**src/rtl/tick_gen.sv**
```systemverilog
// tick_gen: multi-channel programmable tick generator.
//
// Each of NCH channels divides clk by its own run-time reloadable divisor.
// Each channel produces a one-cycle tick per period and a 50% square wave
// that toggles on every tick.
//
// Ports
//   clk      in   system clock, rising edge
//   reset_n  in   asynchronous active-low reset
//   en       in   [NCH]  per-channel count enable (low = hold, phase kept)
//   clr      in   synchronous restart of all counters, ticks and squares
//   wr_en    in   divisor write strobe
//   wr_ch    in   [CW]   channel index for the write
//   wr_div   in   [W]    new divisor (period in clk cycles, >= 2)
//   tick     out  [NCH]  registered one-cycle pulse per channel period
//   sq       out  [NCH]  registered square wave, period 2*div
//   wr_err   out  registered one-cycle pulse for a rejected write
//
// Write interface: wr_en is a single-cycle strobe with no back-pressure.
// A write is accepted on the edge that samples wr_en=1 when wr_ch < NCH
// and wr_div >= 2; otherwise it is dropped and wr_err pulses on that same
// edge. There is no ready signal: every strobe is either taken or flagged.
//
// Per-edge priority, highest first: clr, divisor write, count. A divisor
// write and clr on the same edge both take effect.
module tick_gen #(
    parameter int NCH = 3,
    parameter int W   = 32,
    parameter logic [NCH*W-1:0] DIV_INIT =
        {32'd100_000, 32'd50_000_000, 32'd100_000_000},
    localparam int CW = (NCH > 1) ? $clog2(NCH) : 1
) (
    input  logic           clk,
    input  logic           reset_n,
    input  logic [NCH-1:0] en,
    input  logic           clr,
    input  logic           wr_en,
    input  logic [CW-1:0]  wr_ch,
    input  logic [W-1:0]   wr_div,
    output logic [NCH-1:0] tick,
    output logic [NCH-1:0] sq,
    output logic           wr_err
);

    // One extra bit so NCH itself is representable (e.g. NCH=8, CW=3).
    localparam logic [CW:0]  NCH_L   = (CW+1)'(NCH);
    localparam logic [W-1:0] DIV_MIN = W'(2);
    localparam logic [W-1:0] ONE     = W'(1);

    logic wr_ok;

    assign wr_ok = wr_en && ({1'b0, wr_ch} < NCH_L) && (wr_div >= DIV_MIN);

    // Rejected-write flag. clr does not suppress it.
    always_ff @(posedge clk or negedge reset_n) begin
        if (!reset_n) begin
            wr_err <= 1'b0;
        end else begin
            wr_err <= wr_en && !wr_ok;
        end
    end

    for (genvar i = 0; i < NCH; i++) begin : g_ch
        logic [W-1:0] div_q;
        logic [W-1:0] cnt_q;
        logic         tick_q;
        logic         sq_q;
        logic         sel;
        logic         term;

        assign sel  = wr_ok && (wr_ch == CW'(i));
        // cnt_q is kept in 0..div_q-1 and div_q >= 2, so div_q-1 never wraps.
        assign term = (cnt_q == (div_q - ONE));

        always_ff @(posedge clk or negedge reset_n) begin
            if (!reset_n) begin
                div_q  <= DIV_INIT[i*W +: W];
                cnt_q  <= '0;
                tick_q <= 1'b0;
                sq_q   <= 1'b0;
            end else begin
                // The divisor is loaded even when clr is also asserted.
                if (sel) begin
                    div_q <= wr_div;
                end

                if (clr) begin
                    cnt_q  <= '0;
                    tick_q <= 1'b0;
                    sq_q   <= 1'b0;
                end else if (sel) begin
                    // A reload restarts the period and swallows a tick that
                    // would otherwise fall on this edge; sq keeps its level.
                    cnt_q  <= '0;
                    tick_q <= 1'b0;
                end else if (en[i]) begin
                    if (term) begin
                        cnt_q  <= '0;
                        tick_q <= 1'b1;
                        sq_q   <= ~sq_q;
                    end else begin
                        cnt_q  <= cnt_q + ONE;
                        tick_q <= 1'b0;
                    end
                end else begin
                    // Hold: count and square wave frozen, phase preserved.
                    tick_q <= 1'b0;
                end
            end
        end

        assign tick[i] = tick_q;
        assign sq[i]   = sq_q;
    end

endmodule

```
**config.mk**
```make
export PLATFORM = sky130hd
export DESIGN_NAME = tick_gen
export DESIGN_NICKNAME = d
export VERILOG_FILES = /design/src/rtl/tick_gen.sv
export SDC_FILE = /design/constraint.sdc
export NUM_CORES = 1
export LEC_CHECK = 0
export CORE_MARGIN = 10
export CORE_UTILIZATION = 45
export DETAILED_ROUTE_END_ITERATION = 10
export GPL_ROUTABILITY_DRIVEN = 0
export PLACE_DENSITY = 0.68
export SETUP_SLACK_MARGIN = 0.4
export SLEW_MARGIN = 5
export SYNTH_ARGS = -nofsm -noshare
export SYNTH_HDL_FRONTEND = slang
export SYNTH_SLANG_ARGS = --single-unit
export TNS_END_PERCENT = 100
```
**constraint.sdc**
```tcl
create_clock -name clk -period 3.75 [get_ports clk]
set_input_delay 0.75 -clock clk [delete_from_list [all_inputs] [get_ports clk]]
set_output_delay 0.75 -clock clk [all_outputs]
set_load 0.03 [all_outputs]
```
[After elaboration in Yosys (flattened, before gate mapping)]
Index checks and enable logic that the tools add are counted.
Word-level totals
  output and inout bits: 7
  bits in registers: 199
  logic and storage cells: 88
Operators by class
  bitwise logic cells: 3
  muxes and demuxes: 36
  $lt $le $gt $ge: 2
  add/sub/neg operators: 6
  equality and inequality tests: 8
  reduce and logical (&&, ||, !) cells: 20
Operators with widths (count)
  32-bit 2-to-1 mux: 12
  32-bit by 1-bit adder with 32-bit output (second input constant): 3
  32-bit == test: 3
  32-bit by 1-bit subtractor with 32-bit output (second input constant): 3
  32-bit by 2-bit greater-or-equal comparator with 1-bit output (second input constant): 1
  1-bit 2-to-1 mux: 24
  2-bit nonzero test: 6
  3-bit AND reduction: 3
  3-bit nonzero test: 3
  1-bit logical AND: 6
  2-bit inequality test (second input constant): 3
  1-bit NOT: 3
  2-bit by 1-bit == test with 1-bit output (second input constant): 1
  2-bit == test (second input constant): 1
  2-bit logical NOT: 1
  2-bit less-than comparator (second input constant): 1
  1-bit logical NOT: 1

[Depth between registers and ports, before layout]
  depth in word-level cells: 6
  depth in mapped cells: 15
  mapped depth without buffers: 11

[Worst setup path after synthesis]
Ideal clock, no wire load.
  path type: reg2reg
  start: reg g_ch[0].div_q[3]
  end: reg g_ch[0].cnt_q[28]
  data required time: 3.624 ns
  library setup time: 0.126 ns
  buffers on the path: 3
  slack: 0.023 ns
  clock period less this slack: 3.727 ns
  stages on the path, launching flop included: 13
  arrival: 3.601 ns
  cells stage by stage: dfrtp_1 > clkbuf_1 > or4_1 > buf_2 > nor4_2 > mux2i_1 > nand4_1 > or4_1 > nor4_4 > nor2_2 > clkbuf_1 > and3_1 > a221o_1
Between the ends
  word-level cells in the longest chain between the ends: 6
RTL lines
  from (decl): line 64  | logic [W-1:0] div_q;
  from (signal assigned): line 77  | div_q <= DIV_INIT[i*W +: W];
  from (signal assigned): line 84  | div_q <= wr_div;
  32-bit by 1-bit subtractor with 32-bit output: line 73  | assign term = (cnt_q == (div_q - ONE));
  32-bit == test: line 73
  32-bit 2-to-1 mux: line 97  | if (term) begin
  32-bit 2-to-1 mux: line 96  | end else if (en[i]) begin
  32-bit 2-to-1 mux: line 91  | end else if (sel) begin
  32-bit 2-to-1 mux: line 87  | if (clr) begin
  to (signal assigned): line 102  | cnt_q <= cnt_q + ONE;
  to (decl): line 65  | logic [W-1:0] cnt_q;
No other way between the ends. The select of a mux whose other input is x is not followed.
A chain may end at the register's enable or synchronous reset.

[Final worst setup path]
  start: reg g_ch[0].div_q[2]
  end: reg g_ch[0].cnt_q[9]
Same word-level chain as after synthesis.

==> flow_summary.ini <==
[global_route]
grt_overflow = 0
grt_max_degree = 80
antenna_found_initial = 0
grt_pass1_vias = 10650
grtUsageTotal_pct = 19.97
grt_pass1_wl_mm = 58.02

[setup_path]
crit_top_cell = or4_4
path_max_fanout = 13
crit_required_ns = 4.07
arrival_ns = 3.70
startpoint_type = flop
critPathKind = reg2reg
crit_chain = or4_4, or3_4, a22oi_2, nand4_1, or4_4, nor4_4, nor2_4, buf_12, and3_1, a221o_1
slowest_delay_ns = 0.63
end_kind = flop
cpMaxStageDelayCell = or4_4

[detailed_routing]
drtIter0Drc = 1050
final_antenna_net_count = 0
dr.pass1.iters = 5
drc = 0
wl_per_cell_um = 20.30
vias = 11397
drt_wl_total_mm = 37.79
routed_via_density = 6.121

[timing]
fin_crit_sh_pct = 90.13
max_freq_mhz = 295.9
finalSetupViolCount = 0
setup_ws_ns = 0.3701
whs_ns = 0.3669
relSlewSlack_pct = 46.27
tightestPinTransition_ns = 0.8034
tns_ns = 0
rsz0062_at_grt = yes
slew_viol_final = 0
fin_worst_skew_ns = 0.01745
fin_crit_ns = 3.380
hold_viol_final = 0

[cts]
numCtsBuffers = 17
hold_buffers = 0
clockRootBuffer = clkbuf_16
clock_sinks = 199
cts_buffer_depth = 2
clock_latency_ns = 0.45
cts_tree = built
h-tree-depth = 4
path_clk_slew_ns = 0.07

[floorplanning]
initial_utilization_pct = 45.96
fp.dieH_um = 189.1
die_area_um2 = 35770
ios = 48
die_w_um = 189.1
rows = 61
core_area_um2 = 28010

[placed_design]
io_buffers = 47
dp_hpwl_mm = 26.50
placed_cells = 1798
post_dp_cell_area_um2 = 14180
pre_cts_ws_ns = -0.1455

[synth]
synthArstFlopShare_pct = 100.0
yosys.area.top_type = dfrtp_1
ys_warn_count = 0
synth.distinct_cells = 78
synthCells = 1378
synth-main-ff-cell = dfrtp_1
postSynthAreaPerCell_um2 = 9.342
yosysSeqAreaShare_pct = 38.97
synth-edff-count = 0
ys_top_cells_by_area = dfrtp_1, mux2_2, dfstp_2, xnor2_1, xor2_1
syn_nets = 1425
ys_seq_elements = 199
synth_top_cell_area_share_pct = 32.85
synthesis.area_um2 = 12870

[job]
maxCapViolations = 0

[final_layout]
fin_util_pct = 56.56
layout-drive-gt1-share_pct = 28.37
area.growth.synth_to_final_pct = 23.06
diodes = 0
design_area_um2 = 15840
final_cells = 1862
finalNetCount = 1518

[power_and_ir_drop]
finalPower_mw = 6.057
p_leak_nw = 6.141
power_density_nw_per_um2 = 382.3
peakVddDrop_mv = 0.3461

[hold_path]
holdCritPathClass = in2async

[run_status]
status = complete, no violations
## critical path, delay by kind of cell, from the launching register on
family | cells | cell delay, ns
and+or+nand+nor | 7 | 2.21
AOI/OAI and AO/OA | 2 | 0.45
DFF | 1 | 0.44
buffers and inverters | 1 | 0.16
## per-layer routing
metal  share of wire (%)  track usage, %
met5                   0               0
met4                 2.8           6.349
met3                 5.4           3.473
met2                  46           30.80
met1                  46           27.86
## layout make-up
class,count,area [um2]
multi-input cells,1064,8064
clock inverters,12,112.6
repair buffers,150,1569
clock buffers,20,446.7
flip-flops and latches,199,5031
inverters,39,146.4
well taps,378,473.0
fillers,2412,12170
## cell families (layout without fill, tap and decap cells)
group | Yosys count | in the layout | share of synthesized area, %
AO/OA/AOI/OAI | 197 | 197 | 10.84
adder cells (fa/ha/maj) | 6 | 6 | 0.5831
XOR/XNOR | 144 | 144 | 9.797
flip-flops | 199 | 199 | 38.97
multiplexers | 124 | 124 | 10.59
buffers and inverters | 115 | 221 | 3.829
AND/OR/NAND/NOR | 593 | 593 | 25.39
## cell usage in the layout (no fill, tap or decap), types with 30 or more instances in the layout
cell and count:
xor2_1 57, dfrtp_1 158, nor3_1 45, clkdlybuf4s50_1 46
mux2_2 98, nand3_1 72, nand2_1 91, xnor2_1 86
nand4_1 34, nor2_1 84, and3_1 38, dfstp_2 30
buf_4 75, nor4_1 32, inv_1 37
## final timing paths
check,startpoint,end,slack [ns],cells past startpoint
worst max-delay path,g_ch[0].div_q[2]$_DFFE_PN0P_,g_ch[0].cnt_q[9]$_DFFE_PN0P_,0.37,10
worst min-delay path,reset_n,g_ch[0].sq_q$_DFFE_PN0P_,0.37,1
worst max register to register,g_ch[0].div_q[2]$_DFFE_PN0P_,g_ch[0].cnt_q[9]$_DFFE_PN0P_,0.37,10
worst min register to register,g_ch[0].div_q[31]$_DFFE_PN0P_,g_ch[0].div_q[31]$_DFFE_PN0P_,0.53,1
max in group asynchronous,reset_n,g_ch[0].div_q[8]$_DFFE_PN1P_,2.53,2
min in group clk,g_ch[0].div_q[31]$_DFFE_PN0P_,g_ch[0].div_q[31]$_DFFE_PN0P_,0.53,1
## flip-flops by register name, indices dropped and copies added (netlist names)
name and flops:
g_ch.sq_q 3, g_ch.cnt_q 96, g_ch.div_q 96, g_ch.tick_q 3, wr_err 1
## synth_stat cells (30+ instances only)
cell type	instances
nor4_1	46
nand3_1	74
xor2_1	57
dfstp_2	30
clkbuf_1	50
a21oi_1	46
nor2_1	107
and3_1	43
nand2_1	94
nor3_1	54
inv_1	38
dfrtp_1	169
nand4_1	34
mux2_2	98
xnor2_1	87
## where the power goes
part           total (mW)  internal, mW  switching, mW
Clock                1.81         0.897          0.913
Combinational        1.49         0.731          0.764
Sequential           2.75          2.40          0.352
Total                6.06          4.03           2.03
## what timing repair did
| action | 4_1_cts | 5_1_grt |
|---|---|---|
| buffers inserted | 6 | 16 |
| pin swaps | 7 | 49 |
| resized for setup | 25 | 137 |
| endpoints found under the setup margin | 89 | 100 |
| cloned | 1 | 9 |
(Power assumes the default switching activity.)
